--- src/rtl/hazard_scoreboard.sv ---
// Countdown-scoreboard hazard unit: tracks in-flight register writes, drives the ID stall,
// per-source forwarding selects and a saturating stall-cycle counter.
module hazard_scoreboard #(
    parameter int AW         = 4,
    parameter int NSRC       = 2,
    parameter int PIPE_DEPTH = 3,
    parameter int CW         = 16
) (
    input  logic              clk,
    input  logic              rst_n,
    input  logic              forward_enable,
    input  logic              id_valid,
    input  logic [NSRC*AW-1:0] id_src,
    input  logic [NSRC-1:0]   id_src_used,
    input  logic [AW-1:0]     id_dest,
    input  logic              id_wb_en,
    input  logic              id_mem_r_en,
    input  logic              flush,
    output logic              hazard_detected,
    output logic [2*NSRC-1:0] fwd_sel,
    output logic [CW-1:0]     stall_count
);

    localparam int NREG = 1 << AW;
    localparam int CNTW = $clog2(PIPE_DEPTH + 1);

    // cnt values naming where the youngest producer of a register currently sits
    localparam logic [CNTW-1:0] CNT_EXE     = CNTW'(PIPE_DEPTH);
    localparam logic [CNTW-1:0] CNT_MEM     = CNTW'(PIPE_DEPTH - 1);
    localparam logic [CNTW-1:0] CNT_BUB_LO  = CNTW'(2);
    localparam logic [CNTW-1:0] CNT_BUB_HI  = CNTW'(PIPE_DEPTH - 2);
    localparam logic [CNTW-1:0] CNT_ONE     = CNTW'(1);

    logic [CNTW-1:0] cnt [NREG];
    logic [NREG-1:0] ld;

    logic [CNTW-1:0] src_cnt [NSRC];
    logic [NSRC-1:0] src_ld;
    logic [NSRC-1:0] conflict;
    logic            issue;

    always_comb begin
        for (int i = 0; i < NSRC; i++) begin
            src_cnt[i] = cnt[id_src[i*AW +: AW]];
            src_ld[i]  = ld[id_src[i*AW +: AW]];
        end
    end

    // Forwarding covers EXE (except loads) and MEM; anything older than MEM but not yet
    // in WB is unreachable by the bypass network and must stall.
    always_comb begin
        conflict = '0;
        for (int i = 0; i < NSRC; i++) begin
            if (id_src_used[i]) begin
                if (forward_enable) begin
                    conflict[i] = ((src_cnt[i] == CNT_EXE) && src_ld[i]) ||
                                  ((src_cnt[i] >= CNT_BUB_LO) && (src_cnt[i] <= CNT_BUB_HI));
                end else begin
                    conflict[i] = (src_cnt[i] > CNT_ONE);
                end
            end
        end
    end

    assign hazard_detected = id_valid & ~flush & (|conflict);
    assign issue           = id_valid & ~flush & ~hazard_detected;

    always_comb begin
        fwd_sel = '0;
        if (forward_enable && !hazard_detected) begin
            for (int i = 0; i < NSRC; i++) begin
                if (id_src_used[i]) begin
                    if (src_cnt[i] == CNT_EXE) begin
                        fwd_sel[2*i +: 2] = 2'd1;
                    end else if (src_cnt[i] == CNT_MEM) begin
                        fwd_sel[2*i +: 2] = 2'd2;
                    end
                end
            end
        end
    end

    // A new writer overrides the decrement so the newest producer always wins on WAW.
    always_ff @(posedge clk or negedge rst_n) begin
        if (!rst_n) begin
            for (int r = 0; r < NREG; r++) begin
                cnt[r] <= '0;
            end
            ld <= '0;
        end else begin
            for (int r = 0; r < NREG; r++) begin
                if (issue && id_wb_en && (id_dest == AW'(r))) begin
                    cnt[r] <= CNT_EXE;
                    ld[r]  <= id_mem_r_en;
                end else if (cnt[r] != '0) begin
                    cnt[r] <= cnt[r] - CNT_ONE;
                    if (cnt[r] == CNT_ONE) begin
                        ld[r] <= 1'b0;
                    end
                end
            end
        end
    end

    always_ff @(posedge clk or negedge rst_n) begin
        if (!rst_n) begin
            stall_count <= '0;
        end else if (hazard_detected && (stall_count != {CW{1'b1}})) begin
            stall_count <= stall_count + CW'(1);
        end
    end

endmodule

--- config.mk ---
export PLATFORM = sky130hd
export DESIGN_NAME = hazard_scoreboard
export DESIGN_NICKNAME = d
export VERILOG_FILES = /design/src/rtl/hazard_scoreboard.sv
export SDC_FILE = /design/constraint.sdc
export NUM_CORES = 1
export LEC_CHECK = 0
export CAP_MARGIN = 0
export CORE_UTILIZATION = 40
export CTS_BUF_LIST = sky130_fd_sc_hd__clkbuf_4
export DETAILED_ROUTE_END_ITERATION = 10
export PLACE_DENSITY = 0.64
export SYNTH_ARGS = -nofsm -noshare
export SYNTH_HDL_FRONTEND = slang
export SYNTH_SLANG_ARGS = --single-unit
export TNS_END_PERCENT = 100
--- constraint.sdc ---
create_clock -name clk -period 2.85 [get_ports clk]
set_input_delay 0.4275 -clock clk [delete_from_list [all_inputs] [get_ports clk]]
set_output_delay 0.4275 -clock clk [all_outputs]
set_load 0.01 [all_outputs]
==> summary.md <==
| Metric | Value |
|---|---|
| HPWL Detailed | roughly 8400 um |
| Initial DRC Count | roughly 140 |
| CTS tree | yes |
| Layout cell share with drive strength beyond 1 | 0.3197 |
| Vias/cell | roughly 5.3 |
| Gr ovfl total | 0 |
| Port bufs | just over 40 |
| Post-synth EDFFs | 0 |
| RSZ-0062 raised after global routing | true |
| Pre-antenna DRT Iters | 4 |
| Most used flip-flop cell after synthesis | dfrtp_1 |
| Peak supply drop | approximately 0.46 mV |
| Hold crit path type | input pin to async pin |
| Routed length per instance | 16.90 um |
| Fmax | around 340 MHz |
| Outcome | complete, but fails checks |
| I/O pin cnt | 42 |
| Setup Viol. Count Final | 3 |
| Reg2reg path depth | 8 |
| Num rows | 37 |
| Routability Congestion | 0.8410 |
| Synthesized cell area | between 4000 and 5000 um^2 |
| Final WL | between 10000 and 15000 um |
| CP most frequent cell | mux4_2 |
| Root Driver | clkbuf_4 |
| Layout Nets | about 560 |
| Post-synth ARST share | 1.000 |
| Relative slew slack | 0.5036 |
| Layout area overhead | 29.23% |
| Max-cap check violation count | 0 |
| Critical Path RT | around 2.4 ns |
| Clock buffer depth | 2 |
| Setup Skew | ~0.016 ns |
| Initial Util | 0.4198 |
| Crit. End Element | output port |
| ANT nets after route | 0 |
| Commonest non-fill, non-tap cell in the layout | dfrtp_1 |
| Core Region | roughly 10000 um^2 |
| Number of global-route vias before repair | 3598 |
| Pwr Density | 823.0 nW/um^2 |
| Initial antenna violation count | 0 |
| Yosys cell types | 43 |
| Die ar. | roughly 11000 um^2 |
| Final period utilization | 1.047 |
| Avg Synthesized Cell Area | between 10 and 15 um^2 |
| First-pass GRT wire length | 18420 um |
| Most frequent cells in the layout | dfrtp_1 (64), buf_4 (61), inv_1 (49) |
| Fillers | around 950 |
| Largest net degree at the start of global routing | 32 |
| Register area share after synthesis | 0.3647 |
| Total CTS buffers | 9 |
| Drt drc | 0 |
| Critical path class | flip-flop to output port |
| Synthesized instance count | 403 |
| Multi-input logic area | 2618 um^2 |
| FF+latch count, synth | 64 |
| Crit path max-delay cell type | mux4_2 |
| Reg2reg start | cnt[3] |
| Synth warn | 0 |
| Worst-margin pin slew | around 0.74 ns |
| Final TNS setup | -0.3260 ns |
| CP Max Fanout | 3 |
| Post-layout util | 0.5425 |
| CTS Sinks | 64 |
| Worst path max stage delay | 0.47 ns |
| H-tree depth | 3 |
| Reg area | 1602 um^2 |
| R2R setup slack | approximately 0.06 ns |
| Syn Nets | around 460 |
| Worst-path cell chain | mux4_2, mux4_2, and2_4, clkinv_4, a2bb2oi_4, nor2_4, nor3_2, buf_2 |
| Final Hold Vio Count | 0 |
| Die X | roughly 110 um |
| Slew Viols, Final | 0 |
| Startpoint Class | flip-flop |
| Post-Place Worst Slack | -0.8959 ns |
| Clk pin slew, worst setup/hold paths | between 0.1 and 0.15 ns |
| Leakage | 0.002921 uW |
| Total GRT Usage | 0.2129 |
| Die height | 106.8 um |
| Final Cell Area | around 5700 um^2 |
| Ant. Diodes | 0 |
| Violated checks | setup timing |
| Fin crit period | 2.985 ns |
| Vias | about 3400 |
| Clk_lat worst skew | between 0.4 and 0.5 ns |
| Reg2reg end | ld[1] |
| Final WS setup | -0.1350 ns |
| CP arrival | between 2 and 3 ns |
| DP Area | roughly 5400 um^2 |
==> stage by stage <==
stage               cells  power, uW  hold WS, ns
floorplan             403       2934       0.1319
global placement      628       3700       0.4361
detailed placement    628       3821       0.4457
CTS                   647       4674       0.4972
global route          649       5067       0.5342
finish                649       4671       0.4966
==> logic make-up (layout without fill, tap and decap cells) <==
group,after synthesis,count (layout),share of synthesized area
buffers and inverters,64,174,0.06268
adder cells (fa/ha/maj),33,33,0.09402
AO/OA/AOI/OAI,28,28,0.04245
multiplexers,58,58,0.2085
flip-flops,64,64,0.3647
XOR/XNOR,31,31,0.06182
AND/OR/NAND/NOR,125,125,0.1658
==> critical path, delay by kind of cell, from the launching register on <==
kind | cells | cell delay [ns]
flip-flops | 1 | 0.43
buffers and inverters | 2 | 0.21
AND/OR/NAND/NOR | 3 | 0.40
AO/OA/AOI/OAI | 1 | 0.16
multiplexers | 2 | 0.93
==> synthesized netlist by cell type (all sizes together), types with 10 or more instances <==
library cell	n	area, um^2
inv	49	183.9
nor3	13	65.06
nand4	10	118.9
dfrtp	64	1602
ha	33	412.9
mux2i	18	180.2
nand2	43	161.4
o21ai	18	90.08
mux2	15	168.9
mux4	25	566.8
nand3	19	125.1
xor2	30	262.8
==> worst max-delay path by stage <==
| stage | from | end | slack, ns | cells after the start |
|---|---|---|---|---|
| after floorplan | id_src[0] | fwd_sel[0] | 0.004 | 9 |
| after global placement | id_src[0] | fwd_sel[0] | -0.83 | 10 |
| after detailed placement | id_src[0] | fwd_sel[2] | -0.90 | 10 |
| after CTS | cnt[25] | fwd_sel[0] | -0.19 | 8 |
| after global routing | ld[4] | fwd_sel[2] | -0.24 | 9 |
| final | cnt[3] | fwd_sel[2] | -0.13 | 8 |
==> report_power, final <==
part | leakage, uW | total [uW] | switching, uW | internal [uW]
combinational | 0.00202 | 2440 | 1110 | 1330
sequential | 0.000815 | 1480 | 273 | 1210
clock | 0.0000871 | 753 | 389 | 364
total | 0.00292 | 4670 | 1770 | 2900
==> area by class of cell <==
type,count,share of cell area
multi-input cells,275,0.4612
clock inverters,7,0.01808
well taps,136,0.02998
flip-flops and latches,64,0.2822
repair buffers,108,0.1627
inverters,50,0.03395
clock buffers,9,0.01190
==> per-layer routing <==
metal / GRT usage / up-vias / routed length, um
li1: - / 1609 / -
met1: 0.2741 / 1699 / 4888
met2: 0.3433 / 93 / 5200
met3: 0.05653 / 21 / 603
met4: 0.07926 / 0 / 277
met5: 0 / - / 0
==> state kept, by name, summed over array words and instances (netlist names) <==
signal and count:
ld 16, stall_count 16, cnt 32
==> timing repair <==
item                                   4_1_cts  5_1_grt
gates resized for setup                     46        4
pin swaps                                   14        4
hold buffers                                 1        0
setup buffers                                4        2
setup endpoints to repair                   41       10
endpoints found under the hold margin       21        0
(Power assumes the default switching activity.)
